===== src/rtl/vga_pkg.sv =====
// rtl/vga_pkg.sv - shared widths, state encoding and pixel record for the VGA plot path
package vga_pkg;

  localparam int VGA_X_W     = 8;
  localparam int VGA_Y_W     = 7;
  localparam int VGA_COLOR_W = 15;

  typedef enum logic {
    ST_CLEAR,
    ST_RUN
  } state_t;

  typedef struct packed {
    logic [VGA_X_W-1:0]     x;
    logic [VGA_Y_W-1:0]     y;
    logic [VGA_COLOR_W-1:0] color;
  } pixel_t;

  function automatic pixel_t make_pixel(input logic [VGA_X_W-1:0] x,
                                        input logic [VGA_Y_W-1:0] y,
                                        input logic [VGA_COLOR_W-1:0] color);
    pixel_t p;
    p.x     = x;
    p.y     = y;
    p.color = color;
    return p;
  endfunction

endpackage


===== src/rtl/vga_plot_sequencer_if.sv =====
// rtl/vga_plot_sequencer_if.sv - plot request, adapter write and status signals of the sequencer
interface vga_plot_sequencer_if #(
  parameter int DEPTH = 4
);
  import vga_pkg::*;

  logic                     vga_plot;
  logic [VGA_X_W-1:0]       vga_x;
  logic [VGA_Y_W-1:0]       vga_y;
  logic [VGA_COLOR_W-1:0]   vga_color;
  logic                     vga_resetn;
  logic                     plot_ready;

  logic                     out_plot;
  logic [VGA_X_W-1:0]       out_x;
  logic [VGA_Y_W-1:0]       out_y;
  logic [VGA_COLOR_W-1:0]   out_color;
  logic                     out_ready;

  logic                     clearing;
  logic                     overflow;
  logic                     range_err;
  logic [$clog2(DEPTH):0]   level;

  modport master (
    input  vga_plot, vga_x, vga_y, vga_color, vga_resetn, out_ready,
    output plot_ready, out_plot, out_x, out_y, out_color,
    output clearing, overflow, range_err, level
  );

  modport slave (
    output vga_plot, vga_x, vga_y, vga_color, vga_resetn, out_ready,
    input  plot_ready, out_plot, out_x, out_y, out_color,
    input  clearing, overflow, range_err, level
  );

endinterface


===== src/rtl/vga_plot_sequencer_fifo.sv =====
// rtl/vga_plot_sequencer_fifo.sv - pixel FIFO with synchronous flush; push into a full FIFO is accepted only alongside a pop
module plot_fifo
  import vga_pkg::*;
#(
  parameter int DEPTH = 4
) (
  input  logic                   clock,
  input  logic                   resetn,
  input  logic                   flush,
  input  logic                   push,
  input  pixel_t                 push_data,
  input  logic                   pop,
  output pixel_t                 pop_data,
  output logic                   full,
  output logic                   empty,
  output logic [$clog2(DEPTH):0] level
);

  localparam int AW = $clog2(DEPTH);
  localparam logic [AW:0] FULL_LEVEL = DEPTH[AW:0];

  pixel_t        mem [DEPTH];
  logic [AW-1:0] wr_ptr;
  logic [AW-1:0] rd_ptr;
  logic          do_push;
  logic          do_pop;

  assign full     = (level == FULL_LEVEL);
  assign empty    = (level == '0);
  assign do_pop   = pop && !empty;
  assign do_push  = push && (!full || do_pop);
  assign pop_data = mem[rd_ptr];

  always_ff @(posedge clock) begin
    if (do_push && !flush) begin
      mem[wr_ptr] <= push_data;
    end
  end

  always_ff @(posedge clock) begin
    if (!resetn || flush) begin
      wr_ptr <= '0;
      rd_ptr <= '0;
      level  <= '0;
    end else begin
      if (do_push) wr_ptr <= wr_ptr + 1'b1;
      if (do_pop)  rd_ptr <= rd_ptr + 1'b1;
      case ({do_push, do_pop})
        2'b10:   level <= level + 1'b1;
        2'b01:   level <= level - 1'b1;
        default: level <= level;
      endcase
    end
  end

endmodule


===== src/rtl/vga_plot_sequencer.sv =====
// rtl/vga_plot_sequencer.sv - queues core plot requests, sweeps the screen clear, and drives adapter writes
module vga_plot_sequencer
  import vga_pkg::*;
#(
  parameter int                     DEPTH       = 4,
  parameter int unsigned            SCREEN_W    = 160,
  parameter int unsigned            SCREEN_H    = 120,
  parameter logic [VGA_COLOR_W-1:0] CLEAR_COLOR = 15'h0000
) (
  input  logic               clock,
  input  logic               resetn,
  vga_plot_sequencer_if.master bus
);

  localparam int LW = $clog2(DEPTH);
  localparam logic [LW:0]         FULL_LEVEL = DEPTH[LW:0];
  localparam logic [VGA_X_W-1:0]  LAST_X     = VGA_X_W'(SCREEN_W - 1);
  localparam logic [VGA_Y_W-1:0]  LAST_Y     = VGA_Y_W'(SCREEN_H - 1);

  state_t             state;
  logic               vga_prev;
  logic [VGA_X_W-1:0] cx;
  logic [VGA_Y_W-1:0] cy;

  logic   fall;
  logic   accept;
  logic   in_range;
  logic   fifo_push;
  logic   fifo_pop;
  logic   fifo_full;
  logic   fifo_empty;
  pixel_t head;
  pixel_t req;

  assign fall     = vga_prev && !bus.vga_resetn;
  assign accept   = bus.out_plot && bus.out_ready;
  assign in_range = (32'(bus.vga_x) < SCREEN_W) && (32'(bus.vga_y) < SCREEN_H);
  assign req      = make_pixel(bus.vga_x, bus.vga_y, bus.vga_color);

  // A clear request discards everything in flight, including a same-cycle enqueue.
  assign fifo_push = bus.vga_plot && in_range && !fall;
  assign fifo_pop  = (state == ST_RUN) && (!bus.out_plot || bus.out_ready) && !fifo_empty && !fall;

  assign bus.plot_ready = (bus.level < FULL_LEVEL);

  plot_fifo #(.DEPTH(DEPTH)) u_fifo (
    .clock     (clock),
    .resetn    (resetn),
    .flush     (fall),
    .push      (fifo_push),
    .push_data (req),
    .pop       (fifo_pop),
    .pop_data  (head),
    .full      (fifo_full),
    .empty     (fifo_empty),
    .level     (bus.level)
  );

  always_ff @(posedge clock) begin
    if (!resetn) begin
      state         <= ST_CLEAR;
      vga_prev      <= 1'b1;
      cx            <= '0;
      cy            <= '0;
      bus.clearing  <= 1'b1;
      bus.out_plot  <= 1'b0;
      bus.out_x     <= '0;
      bus.out_y     <= '0;
      bus.out_color <= '0;
      bus.overflow  <= 1'b0;
      bus.range_err <= 1'b0;
    end else begin
      vga_prev <= bus.vga_resetn;
      if (bus.vga_plot && !fall && !in_range) begin
        bus.range_err <= 1'b1;
      end
      if (bus.vga_plot && !fall && in_range && fifo_full && !fifo_pop) begin
        bus.overflow <= 1'b1;
      end

      if (fall) begin
        state        <= ST_CLEAR;
        bus.clearing <= 1'b1;
        cx           <= '0;
        cy           <= '0;
        bus.out_plot <= 1'b0;
      end else begin
        case (state)
          ST_CLEAR: begin
            // cx/cy always name the beat currently presented to the adapter.
            if (!bus.out_plot) begin
              bus.out_plot  <= 1'b1;
              bus.out_x     <= cx;
              bus.out_y     <= cy;
              bus.out_color <= CLEAR_COLOR;
            end else if (accept) begin
              if (cx == LAST_X && cy == LAST_Y) begin
                state        <= ST_RUN;
                bus.clearing <= 1'b0;
                bus.out_plot <= 1'b0;
              end else if (cx == LAST_X) begin
                cx        <= '0;
                cy        <= cy + 1'b1;
                bus.out_x <= '0;
                bus.out_y <= cy + 1'b1;
              end else begin
                cx        <= cx + 1'b1;
                bus.out_x <= cx + 1'b1;
              end
            end
          end
          ST_RUN: begin
            if (fifo_pop) begin
              bus.out_plot  <= 1'b1;
              bus.out_x     <= head.x;
              bus.out_y     <= head.y;
              bus.out_color <= head.color;
            end else if (accept) begin
              bus.out_plot <= 1'b0;
            end
          end
          default: state <= ST_CLEAR;
        endcase
      end
    end
  end

endmodule


===== src/flat_wrapper.sv =====
// flat-port wrapper written by rule: the top's interface ports become plain ports
module vga_plot_sequencer_flat import vga_pkg::*;
#(
  parameter int                     DEPTH       = 4,
  parameter int unsigned            SCREEN_W    = 160,
  parameter int unsigned            SCREEN_H    = 120,
  parameter logic [VGA_COLOR_W-1:0] CLEAR_COLOR = 15'h0000
)
  (clock, resetn, bus_vga_plot, bus_vga_x, bus_vga_y, bus_vga_color, bus_vga_resetn, bus_out_ready, bus_plot_ready, bus_out_plot, bus_out_x, bus_out_y, bus_out_color, bus_clearing, bus_overflow, bus_range_err, bus_level);
  vga_plot_sequencer_if #(.DEPTH(DEPTH)) bus_i ();
  input  logic clock;
  input  logic resetn;
  input wire logic [$bits(bus_i.vga_plot)-1:0] bus_vga_plot;
  input wire logic [$bits(bus_i.vga_x)-1:0] bus_vga_x;
  input wire logic [$bits(bus_i.vga_y)-1:0] bus_vga_y;
  input wire logic [$bits(bus_i.vga_color)-1:0] bus_vga_color;
  input wire logic [$bits(bus_i.vga_resetn)-1:0] bus_vga_resetn;
  input wire logic [$bits(bus_i.out_ready)-1:0] bus_out_ready;
  output wire logic [$bits(bus_i.plot_ready)-1:0] bus_plot_ready;
  output wire logic [$bits(bus_i.out_plot)-1:0] bus_out_plot;
  output wire logic [$bits(bus_i.out_x)-1:0] bus_out_x;
  output wire logic [$bits(bus_i.out_y)-1:0] bus_out_y;
  output wire logic [$bits(bus_i.out_color)-1:0] bus_out_color;
  output wire logic [$bits(bus_i.clearing)-1:0] bus_clearing;
  output wire logic [$bits(bus_i.overflow)-1:0] bus_overflow;
  output wire logic [$bits(bus_i.range_err)-1:0] bus_range_err;
  output wire logic [$bits(bus_i.level)-1:0] bus_level;
  assign bus_i.vga_plot = bus_vga_plot;
  assign bus_i.vga_x = bus_vga_x;
  assign bus_i.vga_y = bus_vga_y;
  assign bus_i.vga_color = bus_vga_color;
  assign bus_i.vga_resetn = bus_vga_resetn;
  assign bus_i.out_ready = bus_out_ready;
  assign bus_plot_ready = bus_i.plot_ready;
  assign bus_out_plot = bus_i.out_plot;
  assign bus_out_x = bus_i.out_x;
  assign bus_out_y = bus_i.out_y;
  assign bus_out_color = bus_i.out_color;
  assign bus_clearing = bus_i.clearing;
  assign bus_overflow = bus_i.overflow;
  assign bus_range_err = bus_i.range_err;
  assign bus_level = bus_i.level;
  vga_plot_sequencer #(.DEPTH(DEPTH), .SCREEN_W(SCREEN_W), .SCREEN_H(SCREEN_H), .CLEAR_COLOR(CLEAR_COLOR)) u_core (.clock(clock), .resetn(resetn), .bus(bus_i));
endmodule

===== config.mk =====
export PLATFORM = sky130hd
export DESIGN_NAME = vga_plot_sequencer_flat
export DESIGN_NICKNAME = d
export VERILOG_FILES = /design/src/rtl/vga_pkg.sv /design/src/rtl/vga_plot_sequencer_if.sv /design/src/rtl/vga_plot_sequencer_fifo.sv /design/src/rtl/vga_plot_sequencer.sv /design/src/flat_wrapper.sv
export SDC_FILE = /design/constraint.sdc
export NUM_CORES = 1
export LEC_CHECK = 0
export BUFFER_PORTS_ARGS = -buffer_cell sky130_fd_sc_hd__buf_2
export CAP_MARGIN = 0
export CORE_MARGIN = 5
export CORE_UTILIZATION = 40
export DETAILED_ROUTE_END_ITERATION = 16
export PLACE_DENSITY_LB_ADDON = 0.15
export SLEW_MARGIN = 20
export SYNTH_ARGS = -nofsm -noshare
export SYNTH_HDL_FRONTEND = slang
export SYNTH_SLANG_ARGS = --single-unit

===== constraint.sdc =====
create_clock -name clock -period 3.7 [get_ports clock]
set_clock_uncertainty 0.1 [all_clocks]
set_input_delay 0.925 -clock clock [delete_from_list [all_inputs] [get_ports clock]]
set_output_delay 0.925 -clock clock [all_outputs]
set_load 0.01 [all_outputs]

==> flow_summary.ini <==
[critical_path]
crit_fanout = 21
critPathArrivalTime_ns = 2.89
crit_path_end_kind = flop
slowest_stage = dfxtp_1
critPathBufInv = 2
worst-setup-path-type = flop to flop
r2r-end = u_core.u_fifo.level[1]
reg2reg_from = u_core.state
r2r_slack_ns = 0.97
path_cells = inv_2, buf_4, or4_4, nor2_2, fa_1, o21ai_1, a21oi_1
r2r_cells = 7
crit_start = u_core.state
slowest_delay_ns = 0.78
cp.required_ns = 3.86
cp-start-kind = flop
worst-path-stages = 7
crit_family = simple AND/OR/NAND/NOR gates

[route]
drc = 0
met2_length_mm = 8.15
postRouteAntennaNets = 0
drtIter0Drc = 279
vias = 4497
dr.pass1.iters = 5
via_per_inst = 5.39
routed_wirelength_mm = 16.4
wl_met3_um = 835
routed.top_layer = met4
met1_length_mm = 7.27
wl_per_cell_um = 19.7

[cells_and_area]
final_area_um2 = 8530
final_nets = 634
layout-drive-gt1-share_pct = 26.1
fin_util_pct = 47.0
fin_cells = 834
diodes = 0
area_delta_synth_final_pct = 14.9

[sta]
drv_slew = 0
period_needed_ns = 2.73
finalSetupViolCount = 0
fmax_mhz = 366
slew_headroom_pct = 33.8
min_period_over_period_pct = 73.8
hold_viol = 0
max_slew.worst_pin.slew_ns = 0.992
rsz0062_at_grt = false
setup_tns_ns = 0

[clock_network]
cts_buffer_depth = 2
hold_buffers = 0
htree_levels = 4
post_cts_buffers = 0
cts_resized = 0
cts_buffers = 17
clock_sinks = 180
root_buffer = clkbuf_16
cts.clk_slew.worst_paths_ns = 0.07
clkLatencyLatePin_ns = 0.42
cts_tree = yes

[logic_synthesis]
yosysMostFrequentCell = edfxtp_1
syn-instance-count = 518
synthTopCellsByCount = edfxtp_1 (120), dfxtp_1 (60), nor2_1 (43), nand2_1 (32), mux4_2 (26)
yosysTopAreaCell = edfxtp_1
async_reset_ff_share_pct = 0
syn_area_um2 = 7420
yosys.area.top_type_share_pct = 48.5
syn_nets = 560
yosys_warnings = 0
synth_edf_count = 120
ys.flop_type = edfxtp_1
synth.avg_cell_area_um2 = 14.3
seq_area_frac_synth_pct = 64.7
synthDistinctLibCells = 61
synth.top_cells.by_area = edfxtp_1 (49%), dfxtp_1 (16%), mux4_2 (7.9%), nor2_1 (2.2%), mux2i_1 (2.2%)
ys_ff_latch = 180

[pwr]
power_leakage_nw = 2.95
swShare_pct = 22.3
power_frac_clock_pct = 42.6
p_sw_mw = 0.909
sequentialPowerShare_pct = 53.5
power.density_nw_per_um2 = 478
internal_power_mw = 3.17
pwr-share-comb_pct = 4.0
irDropWorstVdd_mv = 0.295

[placed_design]
gp_congestion = 0.862
dp_hpwl_mm = 11.1
place_inst = 802
portBuffers = 72
post_dp_cell_area_um2 = 7970

[grt]
grt_pass1_vias = 4606
grt_max_degree = 31
overflow = 0
grt_pass1_wl_mm = 26.0
grtUsageTotal_pct = 15.8
antenna_found_initial = 0

[min_path]
min_delay_path_depth = 2
whs_endpoint = u_core.bus.out_x[0]
hold_start = u_core.bus.out_x[0]
hold_class = flop to flop

[floorplan]
die_h_um = 146
fp.dieW_um = 146
fp.dieArea_um2 = 21400
core_area_um2 = 18100
ioPinCount = 73
initial_utilization_pct = 40.9
row_count = 49

[job]
drv_cap = 0

[run_status]
outcome = finished clean
[layout by cell type (no fill, tap or decap), drive strengths merged, types with 3 or more instances in the layout]
master,count
o2111ai,4
and2,7
dfxtp,60
nand4,10
edfxtp,120
nor2b,3
ha,6
nor2,45
and3,5
clkbuf,20
nand2,32
nand2b,3
a22oi,15
nor3,17
clkinv,4
nand3,11
xor2,10
buf,83
a21oi,25
mux2i,16
xnor2,10
o31ai,4
or3,3
o211ai,6
o21ai,19
mux4,26
inv,14
a31oi,5
and4,3
[stage by stage]
step                      hold slack, ns  power, mW  setup WS [ns]
after floorplan                    0.371       2.32          0.685
after global routing               0.390       4.24          0.830
after CTS                          0.365       4.13          0.961
after global placement             0.350       2.38          0.654
final                              0.362       4.08          0.969
after detailed placement           0.356       2.39          0.626
[flip-flops by register name, summed over array words and instances, names as in the netlist, 2 cells and up, named ones only]
register              count
u_core.u_fifo.wr_ptr      2
u_core.u_fifo.rd_ptr      2
u_core.bus.out_x          8
u_core.bus.out_color     15
u_core.cy                 7
u_core.cx                 8
u_core.bus.out_y          7
u_core.u_fifo.level       3
u_core.u_fifo.mem       120
[layout make-up]
cell class              count  area (um^2)
repair buffers             83          443
fillers                  1620         9620
clock buffers              20          437
multi-input cells         303         2410
clock inverters            12          123
flip-flops and latches    180         4810
well taps                 229          287
inverters                   7         26.3
[metal layers]
layer  vias to the layer above  global-route usage (%)
li1                       2132                       -
met1                      2235                    20.9
met2                       114                    26.0
met3                        16                    4.18
met4                         0                    4.19
met5                         -                       0
[power by group through the flow]
stage               clock [mW]  combinational [mW]  sequential, mW
floorplan                    0              0.0886            2.23
global placement             0               0.159            2.22
detailed placement           0               0.163            2.23
CTS                       1.78               0.164            2.18
global route              1.88               0.178            2.18
finish                    1.74               0.162            2.18
[cells by family (layout without fill, tap and decap cells)]
logic type,count (synthesis),in the layout,synth area share [%]
and+or+nand+nor,145,145,10.9
xor gates and xnor gates,20,20,2.36
DFF,180,180,64.7
adders and majority gates,7,7,1.28
buffers and inverters,35,122,2.85
AOI/OAI and AO/OA,89,89,7.85
muxes,42,42,10.0
[worst max-delay path by stage]
stage / endpoint / slack [ns]
after floorplan: u_core.u_fifo.mem[0][0] / 0.69
after global placement: u_core.u_fifo.mem[3][4] / 0.65
after detailed placement: u_core.u_fifo.mem[2][1] / 0.63
after CTS: u_core.u_fifo.level[1] / 0.96
after global routing: u_core.u_fifo.level[1] / 0.83
final: u_core.u_fifo.level[1] / 0.97
[worst min-delay path, delay by kind of cell, from the launching register on]
family        cells  cell delay, ns
flops             1            0.31
mux               1            0.06
simple gates      1            0.05
Power figures use the tool's default switching activity.
